$ cat config.mk
export PLATFORM = sky130hd
export DESIGN_NAME = mem_arbiter
export DESIGN_NICKNAME = d
export VERILOG_FILES = /design/src/rtl/mem_arb_pkg.sv /design/src/rtl/mem_arb_timer.sv /design/src/rtl/mem_arbiter.sv
export SDC_FILE = /design/constraint.sdc
export NUM_CORES = 1
export LEC_CHECK = 0
export ABC_AREA = 1
export BUFFER_PORTS_ARGS = -buffer_cell sky130_fd_sc_hd__clkbuf_2
export CAP_MARGIN = 20
export CORE_MARGIN = 8
export CORE_UTILIZATION = 44
export CTS_CLUSTER_DIAMETER = 150
export DETAILED_ROUTE_END_ITERATION = 8
export GPL_TIMING_DRIVEN = 0
export PLACE_DENSITY = 0.85
export SYNTH_ARGS = -nofsm -noshare
export SYNTH_HDL_FRONTEND = slang
export SYNTH_HIERARCHICAL = 1
export SYNTH_SLANG_ARGS = --single-unit
$ cat constraint.sdc
create_clock -name clk -period 1.52 [get_ports clk]
set_clock_uncertainty 0.1 [all_clocks]
set_input_delay 0.228 -clock clk [delete_from_list [all_inputs] [get_ports clk]]
set_output_delay 0.228 -clock clk [all_outputs]
set_load 0.01 [all_outputs]
$ cat src/rtl/mem_arb_pkg.sv
// Shared constants for the memory arbiter: FSM state encoding, grant owner
// codes, the full-word byte enable used for fetches and the watchdog width.
package mem_arb_pkg;

    typedef enum logic [1:0] {
        ST_IDLE = 2'd0,
        ST_BUSY = 2'd1,
        ST_RESP = 2'd2
    } state_t;

    localparam logic       OWN_I   = 1'b0;
    localparam logic       OWN_D   = 1'b1;
    localparam logic [3:0] BE_WORD = 4'hF;
    localparam int         TMR_W   = 8;

endpackage

$ cat src/rtl/mem_arb_timer.sv
// Watchdog for one memory access: cleared outside BUSY, counts wait cycles,
// flags expiry once the count reaches TIMEOUT-1. The count parks at
// TIMEOUT-1 so it can never wrap.
module mem_arb_timer
    import mem_arb_pkg::*;
#(
    parameter int TIMEOUT = 16
) (
    input  logic clk,
    input  logic rst,
    input  logic clr,
    input  logic inc,
    output logic expired
);

    logic [TMR_W-1:0] count;

    assign expired = (count == TMR_W'(TIMEOUT - 1));

    // Clear has priority; increment stops at the terminal value.
    always_ff @(posedge clk or negedge rst) begin
        if (!rst) begin
            count <= '0;
        end else if (clr) begin
            count <= '0;
        end else if (inc && !expired) begin
            count <= count + 1'b1;
        end
    end

endmodule

$ cat src/rtl/mem_arbiter.sv
// Two-requester arbiter for a single-port memory (instruction fetch vs
// load/store). Level req/ack on the requester side, req/ready with wait
// states on the memory side, watchdog error termination.
// Optional macro MEM_ARB_RR_EN: two-way round-robin on simultaneous requests
// (default build: fixed data-over-instruction priority).
//
// state   | meaning
// --------+-------------------------------------------------------------
// ST_IDLE | no access; pick a winner and latch its payload into m_*
// ST_BUSY | m_req held with stable payload, waiting for m_ready/timeout
// ST_RESP | one-cycle ack (and err) to the owner, then back to IDLE
module mem_arbiter
    import mem_arb_pkg::*;
#(
    parameter int AW      = 32,
    parameter int DW      = 32,
    parameter int TIMEOUT = 16
) (
    input  logic          clk,
    input  logic          rst,
    input  logic          i_req,
    input  logic [AW-1:0] i_addr,
    output logic          i_ack,
    output logic [DW-1:0] i_rdata,
    input  logic          d_req,
    input  logic          d_we,
    input  logic [3:0]    d_be,
    input  logic [AW-1:0] d_addr,
    input  logic [DW-1:0] d_wdata,
    output logic          d_ack,
    output logic [DW-1:0] d_rdata,
    output logic          err,
    output logic          m_req,
    output logic          m_we,
    output logic [3:0]    m_be,
    output logic [AW-1:0] m_addr,
    output logic [DW-1:0] m_wdata,
    input  logic [DW-1:0] m_rdata,
    input  logic          m_ready,
    output logic          owner,
    output logic          busy
);

    state_t state;
    logic   grant_d;
    logic   tmr_clr;
    logic   tmr_inc;
    logic   expired;

    assign busy    = (state != ST_IDLE);
    assign tmr_clr = (state != ST_BUSY);
    assign tmr_inc = (state == ST_BUSY) && !m_ready;

    mem_arb_timer #(
        .TIMEOUT (TIMEOUT)
    ) u_timer (
        .clk     (clk),
        .rst     (rst),
        .clr     (tmr_clr),
        .inc     (tmr_inc),
        .expired (expired)
    );

    // Winner selection; only consulted in IDLE when at least one req is high.
    always_comb begin
        grant_d = d_req;
        if (i_req && d_req) begin
`ifdef MEM_ARB_RR_EN
            grant_d = (owner == OWN_I);
`else
            grant_d = 1'b1;
`endif
        end
    end

    // Transaction sequencer with registered memory-side and requester-side outputs.
    always_ff @(posedge clk or negedge rst) begin
        if (!rst) begin
            state   <= ST_IDLE;
            owner   <= OWN_D;
            m_req   <= 1'b0;
            m_we    <= 1'b0;
            m_be    <= '0;
            m_addr  <= '0;
            m_wdata <= '0;
            i_ack   <= 1'b0;
            d_ack   <= 1'b0;
            i_rdata <= '0;
            d_rdata <= '0;
            err     <= 1'b0;
        end else begin
            case (state)
                ST_IDLE: begin
                    i_ack <= 1'b0;
                    d_ack <= 1'b0;
                    err   <= 1'b0;
                    if (i_req || d_req) begin
                        state <= ST_BUSY;
                        m_req <= 1'b1;
                        owner <= grant_d;
                        if (grant_d) begin
                            m_we    <= d_we;
                            m_be    <= d_be;
                            m_addr  <= d_addr;
                            m_wdata <= d_wdata;
                        end else begin
                            m_we    <= 1'b0;
                            m_be    <= BE_WORD;
                            m_addr  <= i_addr;
                            m_wdata <= '0;
                        end
                    end
                end
                ST_BUSY: begin
                    if (m_ready) begin
                        state <= ST_RESP;
                        m_req <= 1'b0;
                        err   <= 1'b0;
                        if (owner == OWN_D) begin
                            d_ack <= 1'b1;
                            if (!m_we) begin
                                d_rdata <= m_rdata;
                            end
                        end else begin
                            i_ack   <= 1'b1;
                            i_rdata <= m_rdata;
                        end
                    end else if (expired) begin
                        state <= ST_RESP;
                        m_req <= 1'b0;
                        err   <= 1'b1;
                        if (owner == OWN_D) begin
                            d_ack   <= 1'b1;
                            d_rdata <= '0;
                        end else begin
                            i_ack   <= 1'b1;
                            i_rdata <= '0;
                        end
                    end
                end
                ST_RESP: begin
                    i_ack <= 1'b0;
                    d_ack <= 1'b0;
                    err   <= 1'b0;
                    state <= ST_IDLE;
                end
                default: begin
                    state <= ST_IDLE;
                    m_req <= 1'b0;
                end
            endcase
        end
    end

endmodule

==> impl_results.md <==
- Count of final hold-check violations: 0
- Slowest CP cell: dfrtp_1
- Root Driver: clkbuf_16
- Die height: between 100 and 150 um
- Complex-gate fraction of the synthesized area: 1.07%
- Port Buf Inserts: 275
- Crit-path max FO: 10
- Remaining DRCs: 0
- Worst reg2reg setup slack: -150 ps
- Syn Nets: between 900 and 1000
- Total wire length: ~24 mm
- Met3 usage: under 10%
- Final-stage net count: between 1000 and 1500
- First-pass GRT wire length: 37.5 mm
- Gate Count Post-Synth: 854
- Post-Syn Area per Cell: between 7 and 8 um2
- Synthesized cell area: just under 7000 um2
- Relative slew slack: 67.1%
- WL/cell: roughly 17 um
- CP Class: reg -> reg
- Placed cell count: around 1300
- Routability cong.: around 0.88
- Synth Area in Simple Gates: between 30 and 40%
- RSZ-0062 raised after global routing: true
- CTS tree: built
- RR Endpoint: i_rdata[1]
- Final instance area: just over 10000 um2
- Status: finished with violations
- CP cell instances: nor2_2 -> nand2_2 -> nor2_4 -> inv_1 -> nand2_2 -> nand3_4 -> buf_6 -> nand2_1 -> nand2_1
- Fin crit share: 110%
- Maximum root-to-sink buffer count: 2
- Synth Area in XOR/XNOR: less than 1%
- P_leak: 5.98 nW
- Detail Placement HPWL: roughly 16 mm
- DRT antenna net count: 0
- Die footprint: a little under 20000 um2
- # IOs: between 200 and 300
- Synthesis-to-layout area growth: 48.7%
- Final worst slack: -145 ps
- Violated checks: setup timing
- Yosys warns: 6
- Final min period: 1670 ps
- Worst-path clk slew: around 60 ps
- Fmax: roughly 0.6 GHz
- Maximum vdd ir drop: 0.00131 V
- Hold path start: i_addr[9]
- Gr ovfl total: 0
- Worst Hold Class: in -> reg
- GRT busiest layer: met2
- Slowest stage delay, CP: 440 ps
- First drt pass iteration count: 5
- Starting Density: ~45%
- Pwr Total: between 15 and 20 mW
- # rows: 45
- Worst path arrival time: between 1500 and 2000 ps
- Share of layout cells above drive strength 1: between 30 and 40%
- Synth unique cells: 24
- Worst slew pin tran: roughly 490 ps
- Pwr dens: approximately 1900 nW/um2
- H-tree depth: 4
- Crit. End Element: register
- Met1 Use GR: a little over a quarter
- Hold endpoint: m_addr[9]
- Drt first-iter violations: between 500 and 600
- Overall Global Routing Usage: around a quarter
- Sequential share of the synthesized area: a little over half
- Proportion of synthesized area in mux cells: 0%
- Initial antenna violation count: 1
- CP required: approximately 1700 ps
- Largest net degree at the start of global routing: 91
- Total CTS buffers: 17
- Max Cap Viol: 0
- Worst-skew pair later-pin latency: 420 ps
- Area after DPL: 8470 um2
- Non-filler cells, final: between 1000 and 1500
- Clk sink count: approximately 150
- Routed via count: approximately 7300
- Synth Register Bits: roughly 150
- Die W: 140 um
- Setup TNS Final: -7740 ps
- Largest family of logic cells by synthesized area: simple AND/OR/NAND/NOR gates
- # setup viols final: 73
- Post-Synth Adder-Cell Area: less than 1%
- Met2 usage: about two fifths
- CP Launch Type: register
- Register-to-Register Path Depth: 9
- Core Region: 15100 um2
- Vias/cell: between 5 and 6
- Reg-to-reg critical path startpoint: u_timer/count[5]
- Cell depth of the worst hold path: 5
- Fin. max-slew vios: 0
- Vias in the first global route: about 7400
[synth_stat cells]
cell | instances | area, um2
nand3_1 | 94 | 470
nor2_4 | 5 | 56.3
nor2_1 | 18 | 67.6
a21oi_1 | 3 | 15.0
ha_1 | 1 | 12.5
nand2_4 | 1 | 11.3
buf_8 | 2 | 30.0
xor2_1 | 2 | 17.5
inv_2 | 3 | 11.3
buf_4 | 7 | 52.6
buf_2 | 21 | 105
dfstp_2 | 1 | 26.3
o21bai_1 | 1 | 7.51
buf_1 | 5 | 18.8
nand2_1 | 457 | 1720
clkbuf_1 | 7 | 26.3
inv_1 | 46 | 173
nand2_2 | 2 | 12.5
nand4_1 | 3 | 18.8
dfrtp_1 | 147 | 3680
o21ai_1 | 2 | 10.0
nand3_2 | 12 | 120
buf_6 | 6 | 67.6
o21ai_0 | 8 | 40.0
[placed cells by master (no fill, tap or decap), types with 3 or more instances in the layout]
master,count
inv_6,6
clkbuf_2,274
nand2_2,9
nand4_1,3
o21ai_0,7
nand3_2,13
nand2_1,447
inv_8,3
nor2_1,15
clkbuf_8,3
buf_8,7
buf_2,11
buf_12,3
dlygate4sd3_1,57
buf_1,5
dfrtp_1,146
inv_1,44
clkbuf_16,19
clkinvlp_4,3
clkbuf_1,4
nor2_4,7
buf_4,31
inv_2,5
nand2_4,4
nand3_1,91
buf_6,13
[worst max-delay path by stage]
stage | slack (ps) | end | cells past startpoint | startpoint
detailed placement | -260 | d_rdata[19] | 5 | owner
global placement | -2370 | d_rdata[16] | 1 | rst
global route | -220 | i_rdata[27] | 9 | u_timer/count[5]
CTS | -130 | i_rdata[13] | 9 | u_timer/count[0]
finish | -150 | i_rdata[1] | 9 | u_timer/count[5]
floorplan | -40 | i_rdata[10] | 9 | u_timer/count[1]
[where the power goes]
part / internal [mW] / switching (mW)
Combinational: 3.28 / 4.89
Sequential: 5.64 / 1.10
Clock: 2.24 / 1.81
[through the flow]
step	util [%]	worst slack (ps)	hold WS [ps]
floorplan	-	-43.0	-168
global placement	55.9	-2370	353
detailed placement	56.1	-258	135
CTS	64.9	-129	0.704
global route	66.7	-223	11.7
finish	66.7	-145	11.0
[critical path, delay by kind of cell (launching register included)]
kind / cells / cell delay [ps]
buffers and inverters: 2 / 260
flip-flops: 1 / 440
AND/OR/NAND/NOR: 7 / 750
[area by class of cell]
cell class	instances	area, um2
clock inverters	13	114
flip-flops and latches	148	3710
clock buffers	19	453
inverters	49	184
multi-input cells	609	2680
repair buffers	364	2300
plain buffers	47	378
well taps	188	235
fillers	1164	5030
diodes	1	2.50
[state kept, by name (all words and copies together), names as in the netlist]
signal         flops
d_rdata           32
i_rdata           32
m_addr            32
m_wdata           32
u_timer/count      8
m_be               4
state              2
d_ack              1
err                1
i_ack              1
m_req              1
m_we               1
owner              1
[what timing repair did]
item                       in CTS  in global routing
hold buffers                   59                  0
resized for setup              21                 37
setup endpoints to repair     140                138
gates cloned                    2                  2
hold endpoints to repair      107                  0
pin swaps                      10                  8
setup buffers                  11                 16
[layer usage]
| metal | share of wire (%) | routed length, um |
|---|---|---|
| met1 | 38 | 9150 |
| met2 | 51 | 12300 |
| met3 | 6.7 | 1640 |
| met4 | 4.7 | 1150 |
| met5 | 0 | 0 |
[cells by family (layout without fill, tap and decap cells)]
logic type,count (synthesis),in the layout
DFF,148,148
xor gates and xnor gates,2,2
buffers and inverters,97,492
other,0,1
AOI/OAI and AO/OA,14,14
and+or+nand+nor,592,592
adders and majority gates,1,1
Note: power is estimated with default switching activity, not from simulation.
